==> src/rtl/reg_file_reader_32x32.sv <==
`default_nettype none
// ============================================================================
// Module   : reg_file_reader_32x32
// Purpose  : Walks a window of the 32x32 register file and streams each entry
//            as an (index, data) beat over valid/ready. Optional build macro
//            READER_SKIP_ZERO_EN suppresses beats for entries that read as 0.
// Revision : 1.0
// ============================================================================
module reg_file_reader_32x32 #(
    parameter int DATA_WIDTH  = 32,
    parameter int INDEX_WIDTH = 5
) (
    input  logic                   clock,
    input  logic                   clear_n,
    input  logic                   start,
    input  logic [INDEX_WIDTH-1:0] first_index,
    input  logic [INDEX_WIDTH:0]   count,
    output logic [INDEX_WIDTH-1:0] read_index,
    input  logic [DATA_WIDTH-1:0]  read_value,
    output logic                   out_valid,
    input  logic                   out_ready,
    output logic [INDEX_WIDTH-1:0] out_index,
    output logic [DATA_WIDTH-1:0]  out_data,
    output logic                   busy,
    output logic                   done
);

    localparam logic [INDEX_WIDTH:0] C_DEPTH = {1'b1, {INDEX_WIDTH{1'b0}}};

    typedef enum logic [1:0] {
        IDLE  = 2'd0,
        READ  = 2'd1,
        DRAIN = 2'd2
    } state_t;

    state_t                 state_q,     state_d;
    logic [INDEX_WIDTH-1:0] idx_q,       idx_d;
    logic [INDEX_WIDTH:0]   remaining_q, remaining_d;
    logic                   out_valid_q, out_valid_d;
    logic [INDEX_WIDTH-1:0] out_index_q, out_index_d;
    logic [DATA_WIDTH-1:0]  out_data_q,  out_data_d;
    logic                   done_q,      done_d;
    logic                   slot_free;

    assign slot_free = !out_valid_q || out_ready;

    always_comb begin
        state_d     = state_q;
        idx_d       = idx_q;
        remaining_d = remaining_q;
        out_valid_d = out_valid_q;
        out_index_d = out_index_q;
        out_data_d  = out_data_q;
        done_d      = 1'b0;

        case (state_q)
            IDLE: begin
                if (start) begin
                    idx_d       = first_index;
                    remaining_d = (count > C_DEPTH) ? C_DEPTH : count;
                    state_d     = (count == '0) ? DRAIN : READ;
                end
            end

            READ: begin
                if (slot_free) begin
                    idx_d       = idx_q + INDEX_WIDTH'(1);
                    remaining_d = remaining_q - (INDEX_WIDTH+1)'(1);
                    if (remaining_q == (INDEX_WIDTH+1)'(1)) begin
                        state_d = DRAIN;
                    end
`ifdef READER_SKIP_ZERO_EN
                    // A zero entry is visited but produces no beat; the slot is free so valid drops.
                    if (read_value == '0) begin
                        out_valid_d = 1'b0;
                    end else begin
                        out_valid_d = 1'b1;
                        out_index_d = idx_q;
                        out_data_d  = read_value;
                    end
`else
                    out_valid_d = 1'b1;
                    out_index_d = idx_q;
                    out_data_d  = read_value;
`endif
                end
            end

            DRAIN: begin
                if (slot_free) begin
                    out_valid_d = 1'b0;
                    done_d      = 1'b1;
                    state_d     = IDLE;
                end
            end

            default: state_d = IDLE;
        endcase
    end

    always_ff @(posedge clock or negedge clear_n) begin
        if (!clear_n) begin
            state_q     <= IDLE;
            idx_q       <= '0;
            remaining_q <= '0;
            out_valid_q <= 1'b0;
            out_index_q <= '0;
            out_data_q  <= '0;
            done_q      <= 1'b0;
        end else begin
            state_q     <= state_d;
            idx_q       <= idx_d;
            remaining_q <= remaining_d;
            out_valid_q <= out_valid_d;
            out_index_q <= out_index_d;
            out_data_q  <= out_data_d;
            done_q      <= done_d;
        end
    end

    assign read_index = idx_q;
    assign out_valid  = out_valid_q;
    assign out_index  = out_index_q;
    assign out_data   = out_data_q;
    assign done       = done_q;
    assign busy       = (state_q != IDLE);

endmodule
`default_nettype wire

==> config.mk <==
export PLATFORM = sky130hd
export DESIGN_NAME = reg_file_reader_32x32
export DESIGN_NICKNAME = d
export VERILOG_FILES = /design/src/rtl/reg_file_reader_32x32.sv
export SDC_FILE = /design/constraint.sdc
export NUM_CORES = 1
export LEC_CHECK = 0
export CAP_MARGIN = 20
export CORE_AREA = 2 2 72 92
export DETAILED_ROUTE_END_ITERATION = 10
export DIE_AREA = 0 0 74 94
export PLACE_DENSITY = 0.73
export SETUP_SLACK_MARGIN = 0.15
export SYNTH_ARGS = -nofsm -noshare
export SYNTH_HDL_FRONTEND = slang
export SYNTH_SLANG_ARGS = --single-unit
==> constraint.sdc <==
create_clock -name clock -period 1.5 [get_ports clock]
set_input_delay 0.15 -clock clock [delete_from_list [all_inputs] [get_ports clock]]
set_output_delay 0.15 -clock clock [all_outputs]
set_load 0.01 [all_outputs]
==> flow_summary.yaml, run 1 <==
run_status:
  outcome: "finished clean"
grt:
  grt_first_pass_wirelength_um: 8570
  grt_overflow: 0
  track_usage_pct: 15.9
  grt_start_max_net_pins: 32
  grt_pass1_vias: 1823
  grt_antenna_before_repair: 0
sta:
  slew_headroom_pct: 73.9
  period_needed_ps: 1440
  slew_viol_final: 0
  finalHoldViolations: 0
  tightest_slew_ps: 390
  finClkSkew_ps: 2.89
  rsz0062_at_grt: "yes"
  finalSetupViolCount: 0
  whs_ps: 365
  period_share_pct: 96.3
  max_freq_ghz: 0.692
placed_design:
  place.gp.congestion: 0.828
  hpwlAfterDp_um: 3880
  dpl_cell_area_um2: 3400
  port_buffers: 91
  place_inst: 363
logic_synthesis:
  netlist_area_um2: 2310
  netlist_top_cells_area: "dfrtp_1 (56%), mux2_1 (15%), mux2_2 (3.4%)"
  yosysSeqAreaShare_pct: 56.3
  netlist.area_leader.share_pct: 56.3
  async_reset_ff_share_pct: 100
  netlist-cell-type-count: 36
  synth_cells: 181
  ys.flop_type: "dfrtp_1"
  synth_xor_area_share_pct: 0
  synth-adder-area-share_pct: 1.62
  synth_top_area_cell: "dfrtp_1"
  synth_compound_area_share_pct: 11.4
  synth_top_family_by_area: "multiplexers"
  synth_nets: 231
  yosys.area_share.simple_pct: 8.23
  syn_avg_cell_area_um2: 12.8
  synth-seq-cells: 52
  synth-edff-count: 0
  synthMuxAreaShare_pct: 18.0
  yosysWarnings: 0
die:
  start_util_pct: 38.2
  die_h_um: 94
  fp-row-count: 32
  pin_count: 92
  coreArea_um2: 6050
  die_w_um: 74
  fp.dieArea_um2: 6960
power:
  powerDensity_nw_per_um2: 1590
  finalPower_uw: 5900
  leakagePower_uw: 0.00182
  irDropWorstVdd_v: 0.000549
cells_and_area:
  nNetsFinal: 347
  drive_above_1_share_pct: 19.9
  num_antenna_cells: 0
  layout_commonest_cell: "dfrtp_1"
  fin_cells: 381
  fin_area_um2: 3710
  layout_common_cells: "dfrtp_1 (49), clkdlybuf4s50_1 (45), mux2_1 (28), dlymetal6s2s_1 (28), buf_4 (19)"
  syn_to_final_growth_pct: 60.3
  utilization_pct: 61.3
setup_path:
  crit_required_ps: 1690
  worstPathMaxFanout: 10
  crit_path_max_incr_delay_ps: 450
  end_kind: "flip-flop"
  crit_path_start_kind: "flip-flop"
  crit_type: "reg -> reg"
  slowest_stage: "dfrtp_2"
  r2r_setup_slack_ps: 60
  crit_chain: "nand2b_4 -> nor2_8 -> clkbuf_16 -> mux2_2"
  arrival_ps: 1630
clocking:
  cts_max_level: 2
  cts-root-buf: "clkbuf_8"
  cts.sinks: 52
  clk-insertion-delay-late_ps: 300
  path_clk_slew_ps: 90
  clock_path_buffers: 2
  cts_made_buffers: 5
  cts_tree: "done"
detailed_routing:
  ant_nets: 0
  drc: 0
  vias: 1893
  drt_iter0_drc: 63
  avgRoutedWirePerCell_um: 14.6
  avgViaCountPerCell: 4.97
  routed_wl_um: 5580
  firstDrtPassIters: 4
run:
  drv_cap: 0
min_path:
  hp-class: "in -> async"
stage by stage:
| step | TNS (ps) | worst slack (ps) |
|---|---|---|
| 5_1_grt | 0 | 17.0 |
| 3_5_place_dp | -6430 | -209 |
| 3_3_place_gp | -6070 | -181 |
| 2_1_floorplan | 0 | 9.32 |
| 4_1_cts | 0 | 55.4 |
| 6_report | 0 | 55.2 |
critical path: cells and delay by family (launching register included):
| family | cells | cell delay (ps) |
|---|---|---|
| mux | 1 | 340 |
| flops | 1 | 450 |
| buf+inv | 1 | 190 |
| simple gates | 2 | 360 |
report_power, final:
group,switching (µW),internal (µW)
Clock,421,479
Combinational,1270,1560
Sequential,268,1890
flip-flops by register name (all words and copies together), names as in the netlist:
name,cells
done,1
out_valid,1
state_q,2
out_data,32
out_index,5
read_index,5
remaining_q,6
cells in the mapped netlist, types with 2 or more instances:
| cell | instances |
|---|---|
| ha_1 | 3 |
| o21ai_0 | 3 |
| buf_2 | 2 |
| nor2_1 | 12 |
| and2_1 | 3 |
| dfrtp_1 | 52 |
| mux2_2 | 7 |
| o21ai_1 | 9 |
| inv_1 | 6 |
| nand3_1 | 3 |
| mux2_1 | 30 |
| a21oi_1 | 12 |
| nor3b_1 | 2 |
| nand2_1 | 5 |
| a211oi_2 | 2 |
| nor3_1 | 3 |
| buf_6 | 5 |
| buf_4 | 2 |
| a32oi_1 | 2 |
| a311oi_1 | 2 |
metal layers:
layer / routed length [µm] / GRT usage [%]
met1: 2310 / 19.5
met2: 2710 / 26.0
met3: 428 / 4.40
met4: 118 / 6.82
met5: 0 / 0
worst paths after layout:
path / depth (start not counted) / endpoint / from
max in group asynchronous: 3 / state_q[0]$_DFFE_PN0P_ / clear_n
min in group clock: 3 / read_index[1]$_DFFE_PN0P_ / first_index[1]
min: 3 / out_data[4]$_DFFE_PN0P_ / clear_n
max: 4 / out_data[29]$_DFFE_PN0P_ / state_q[1]$_DFFE_PN0P_
max reg2reg: 4 / out_data[29]$_DFFE_PN0P_ / state_q[1]$_DFFE_PN0P_
min reg2reg: 1 / out_data[11]$_DFFE_PN0P_ / out_data[11]$_DFFE_PN0P_
cells by family after synthesis:
kind of cell             Yosys count
AO/OA/AOI/OAI                     39
flip-flops                        52
multiplexers                      37
AND/OR/NAND/NOR                   35
buffers and inverters             15
adder cells (fa/ha/maj)            3
final cells by class:
| class | instances | area [µm²] |
|---|---|---|
| Sequential cell | 52 | 1310 |
| Multi-Input combinational cell | 116 | 982 |
| Clock inverter | 1 | 30.0 |
| Inverter | 6 | 22.5 |
| Fill cell | 463 | 2340 |
| Clock buffer | 5 | 68.8 |
| Timing Repair Buffer | 116 | 1190 |
| Tap cell | 85 | 106 |
what timing repair did:
item,4_1_cts,5_1_grt
setup endpoints to repair,65,77
gates resized for setup,25,38
pin swaps,1,3
hold endpoints to repair,52,0
gates cloned,2,1
hold buffers,1,0
setup buffers,6,2
Power figures use the tool's default switching activity.
==> inputs of run 2 (changes only) <==
--- a/config.mk
+++ b/config.mk
@@ -6,11 +6,13 @@
 export NUM_CORES = 1
 export LEC_CHECK = 0
 export CAP_MARGIN = 20
-export CORE_AREA = 2 2 72 92
+export CORE_AREA = 2 2 66 83
 export DETAILED_ROUTE_END_ITERATION = 10
-export DIE_AREA = 0 0 74 94
-export PLACE_DENSITY = 0.73
+export DIE_AREA = 0 0 68 85
+export DONT_BUFFER_PORTS = 1
+export PLACE_DENSITY = 0.62
 export SETUP_SLACK_MARGIN = 0.15
 export SYNTH_ARGS = -nofsm -noshare
 export SYNTH_HDL_FRONTEND = slang
 export SYNTH_SLANG_ARGS = --single-unit
+export TNS_END_PERCENT = 30
==> run 2 against run 1 <==
The run now ends with negative hold slack left. Via count decreased by 14%. First-iteration DRC count increased by 59%. Clock skew increased by 2.3 ps. Clock power increased by 1%. Worst setup slack improved by 33 ps. Critical path depth unchanged. Register-to-register slack improved by 30 ps. Sequential share of layout area increased by 8.6 points. Largest cell class unchanged. Highest routed layer unchanged. Largest power group is now sequential cells.
==> flow_summary.yaml, run 2 (synthesis results as in run 1) <==
sta:
  rsz0062_at_grt: "yes"
  slew_viol_final: 0
  finalHoldViolations: 52
  finalWorstSetupSlack_ps: 87.7
  tightest_slew_ps: 338
  period_needed_ps: 1410
  slew_headroom_pct: 77.3
  period_share_pct: 94.2
  max_freq_ghz: 0.708
  whs_ps: -460
  setup-tns-final_ps: 0
  finClkSkew_ps: 5.16
  finalSetupViolCount: 0
power:
  sw_frac_of_total_pct: 35.2
  irDropWorstVdd_v: 0.000873
  internal_power_uw: 3340
  powerDensity_nw_per_um2: 1730
  p_comb_share_pct: 34.3
  seqPwrFrac_pct: 48.1
  p_clk_share_pct: 17.7
  switching_power_uw: 1820
  leakagePower_uw: 0.00126
clocking:
  clk-insertion-delay-late_ps: 290
  cts-root-buf: "clkbuf_8"
  cts_made_buffers: 5
  cts.sinks: 52
  path_clk_slew_ps: 90
  cts_max_level: 2
  clock_path_buffers: 2
  cts_tree: "done"
detailed_routing:
  avgViaCountPerCell: 5.57
  firstDrtPassIters: 5
  routed_wl_um: 5030
  ant_nets: 0
  avgRoutedWirePerCell_um: 17.3
  vias: 1622
  drt_iter0_drc: 100
  drc: 0
cells_and_area:
  layout_commonest_cell: "dfrtp_1"
  utilization_pct: 59.4
  syn_to_final_growth_pct: 28.6
  drive_above_1_share_pct: 20.1
  nNetsFinal: 278
  largest_reg_flops: 32
  num_antenna_cells: 0
  layout_common_cells: "dfrtp_1 (51), dlygate4sd3_1 (32), mux2_1 (28), a21oi_1 (12), nor2_1 (11)"
placed_design:
  hpwlAfterDp_um: 3420
  post-place-ws_ps: 20.1
  port_buffers: 0
  place.gp.congestion: 0.855
setup_path:
  arrival_ps: 1590
  crit_required_ps: 1680
  crit_path_start_kind: "flip-flop"
  end_kind: "flip-flop"
  worstPathMaxFanout: 12
  crit_type: "reg -> reg"
die:
  pin_count: 92
  start_util_pct: 46.2
  die_w_um: 68
  die_h_um: 85
  fp-row-count: 29
  fp.dieArea_um2: 5780
  coreArea_um2: 5010
grt:
  grt_antenna_before_repair: 0
  grt_pass1_vias: 1725
  grt_overflow: 0
  grt_start_max_net_pins: 53
  track_usage_pct: 18.6
  grt_first_pass_wirelength_um: 8140
run:
  drv_cap: 0
run_status:
  outcome: "finished with violations"
  violations: "negative hold slack"
min_path:
  hp-class: "in -> async"
run 2: critical path, stage by stage (launching register included):
cell and delay [ps]:
dfrtp_2 500, nand2b_4 100, nor2_8 190, buf_12 160
mux2_2 340
run 2: worst paths after layout:
| kind | start | to | slack [ps] | cells after the start |
|---|---|---|---|---|
| max | state_q[0]$_DFFE_PN0P_ | out_data[29]$_DFFE_PN0P_ | 90 | 4 |
| min reg2reg | remaining_q[1]$_DFFE_PN0P_ | remaining_q[1]$_DFFE_PN0P_ | 550 | 1 |
| min in group clock | first_index[1] | read_index[1]$_DFFE_PN0P_ | 20 | 2 |
| max reg2reg | state_q[0]$_DFFE_PN0P_ | out_data[29]$_DFFE_PN0P_ | 90 | 4 |
| max in group asynchronous | clear_n | remaining_q[3]$_DFFE_PN0P_ | 1870 | 0 |
| min | clear_n | state_q[0]$_DFFE_PN0P_ | -460 | 0 |
run 2: power by group through the flow:
stage                     combinational [µW]  clock, µW  sequential, µW
after global placement                  1460          0            2470
final                                   1770        910            2480
after CTS                               1760        956            2470
after floorplan                         1220          0            2390
after global routing                    1970       1010            2550
after detailed placement                1540          0            2500
run 2: routing by layer:
| metal | global-route usage, % | wire length, µm | up-vias |
|---|---|---|---|
| li1 | - | - | 743 |
| met1 | 19.5 | 1810 | 807 |
| met2 | 33.5 | 2760 | 59 |
| met3 | 5.70 | 355 | 13 |
| met4 | 7.27 | 108 | 0 |
| met5 | 0 | 0 | - |
run 2: layout make-up:
type | count | area (µm²)
Fill cell | 395 | 2030
Sequential cell | 52 | 1300
Multi-Input combinational cell | 116 | 973
Timing Repair Buffer | 47 | 489
Tap cell | 62 | 77.6
Clock buffer | 6 | 72.6
Clock inverter | 2 | 35.0
Inverter | 6 | 22.5
run 2: through the flow:
step / area (µm²) / instances / total power, µW
after detailed placement: 2430 / 245 / 4030
after global placement: 2430 / 245 / 3930
after CTS: 2950 / 290 / 5190
final: 2970 / 291 / 5150
after floorplan: 2330 / 181 / 3610
after global routing: 2970 / 291 / 5530
run 2: what timing repair did:
action	4_1_cts	5_1_grt
gates resized for setup	11	2
pin swaps	5	0
gates cloned	3	0
endpoints found under the setup margin	38	51
endpoints found under the hold margin	83	53
setup buffers	3	0
hold buffers	31	1
==> inputs of run 3 (changes only) <==
--- a/config.mk
+++ b/config.mk
@@ -5,6 +5,7 @@
 export SDC_FILE = /design/constraint.sdc
 export NUM_CORES = 1
 export LEC_CHECK = 0
+export ABC_CLOCK_PERIOD_IN_PS = 1500
 export CAP_MARGIN = 20
 export CORE_AREA = 2 2 66 83
 export DETAILED_ROUTE_END_ITERATION = 10
==> results of run 3 <==
No change in the layout: final DEF, timing and power equal those of run 2.
==> RTL change: new RTL, config.mk and constraints of run 2 <==
The parameter `DATA_WIDTH` goes from 32 to 16.
--- a/src/rtl/reg_file_reader_32x32.sv
+++ b/src/rtl/reg_file_reader_32x32.sv
@@ -7,7 +7,7 @@
 // Revision : 1.0
 // ============================================================================
 module reg_file_reader_32x32 #(
-    parameter int DATA_WIDTH  = 32,
+    parameter int DATA_WIDTH  = 16,
     parameter int INDEX_WIDTH = 5
 ) (
     input  logic                   clock,
Ports: changed (resized out_data and read_value); port bits go from 92 to 60. The function was not compared with the original's and may differ.
==> RTL change against run 2 <==
Design area is 31% lower; clock power is 25% lower; power is 21% lower; combinational power is 10% lower; via count is 23% lower; utilization is 18 points lower; synthesized area is 27% lower; sequential cell count is 16 lower; setup slack worse by 0.012 ns; routed wire length is 24% lower; sequential share of layout area is 0.16 points higher; non-clock buffer count is 28 lower.
==> RTL change: results (changes against run 2) <==
metric;value;unit;change
synth.distinct_cells;37;;+2.8%
largest_reg_flops;16;;-50%
nonClkBufAreaFrac;8.89;%;-7.6 points
hp-class;input pin to flop;;
syn_inst;150;;-17%
path_clk_slew;0.07;ns;-0.02 ns
final_area;2050;µm²;-31%
status;finished clean;;
post-route-util;41.0;%;-18 points
synthTopCellsByCount;dfrtp_1, mux2_2, nor2_1;;
fin_cells;232;;-20%
placed_area;1820;µm²;-25%
first_pass_iters;4;;-1
grt_start_max_net_pins;37;;-30%
endpoint;read_index[2]$_DFFE_PN0P_;;
layout-drive-gt1-share;36.5;%;+16 points
grt_usage;13.0;%;-5.6 points
synth_nets;184;;-20%
fill_cells;456;;+15%
place_ws;-0.00876;ns;-0.0288 ns
grt_pass1_vias;1237;;-28%
clock_area_share;4.38;%;+0.77 points
gp_congestion;0.849;;-0.75%
global_route.usage.met3;4.38;%;-1.3 points
grtUsageMet2;21.6;%;-12 points
vias_per_cell;5.38;;-3.6%
min_period_over_period;94.9;%;+0.79 points
relSlewSlack;81.9;%;+4.6 points
seq_area_frac_synth;53.1;%;-3.1 points
multiInputCombCellCount;101;;-13%
first_iter_violations;34;;-66%
ir_drop;0.671;mV;-23%
RTL change: cell types whose count changed in the layout (fill, tap and decap cells not counted), moves of 6 or more:
cell           delta
mux2_2           +14
dlygate4sd3_1    -31
mux2_1           -28
dfrtp_1          -17
buf_4             +6
RTL change: report_power, final:
part	total, W	internal (W)	leakage, nW	switching, W
logic	0.00159	0.000833	0.401	0.000757
registers	0.00181	0.00137	0.420	0.000443
clock network	0.000680	0.000374	0.0455	0.000306
total	0.00408	0.00258	0.867	0.00151
RTL change: worst min path at each step:
stage	to	slack, ns	depth (start not counted)
after floorplan	done$_DFF_PN0_	-0.15	0
after global placement	out_data[1]$_DFFE_PN0P_	-0.14	0
after detailed placement	out_data[3]$_DFFE_PN0P_	-0.14	0
after CTS	out_data[8]$_DFFE_PN0P_	0.01	1
after global routing	out_data[9]$_DFFE_PN0P_	0.004	1
final	state_q[0]$_DFFE_PN0P_	0.02	2
RTL change: timing repair:
action | CTS | global route
pin swaps | 3 | 5
gates cloned | 0 | 1
endpoints found under the setup margin | 33 | 33
setup buffers | 2 | 5
hold buffers | 2 | 0
hold endpoints to repair | 36 | 0
resized for setup | 1 | 11
RTL change: cells by family after synthesis:
| family | share of synthesized area, % |
|---|---|
| AO/OA/AOI/OAI | 14.2 |
| AND/OR/NAND/NOR | 12.0 |
| flip-flops | 53.1 |
| multiplexers | 13.9 |
| buffers and inverters | 4.50 |
| adder cells (fa/ha/maj) | 2.21 |
RTL change: worst max-delay path, stage by stage, from the launching register on:
cell and delay (ns):
dfrtp_2 0.44, buf_4 0.15, a211o_4 0.37, nor2_1 0.13, a2bb2oi_1 0.23
RTL change: routing by layer:
layer | vias up | share of wire, %
met5 | - | 0
met4 | 0 | 1.9
met1 | 583 | 39
li1 | 581 | -
met2 | 75 | 51
met3 | 8 | 8.7
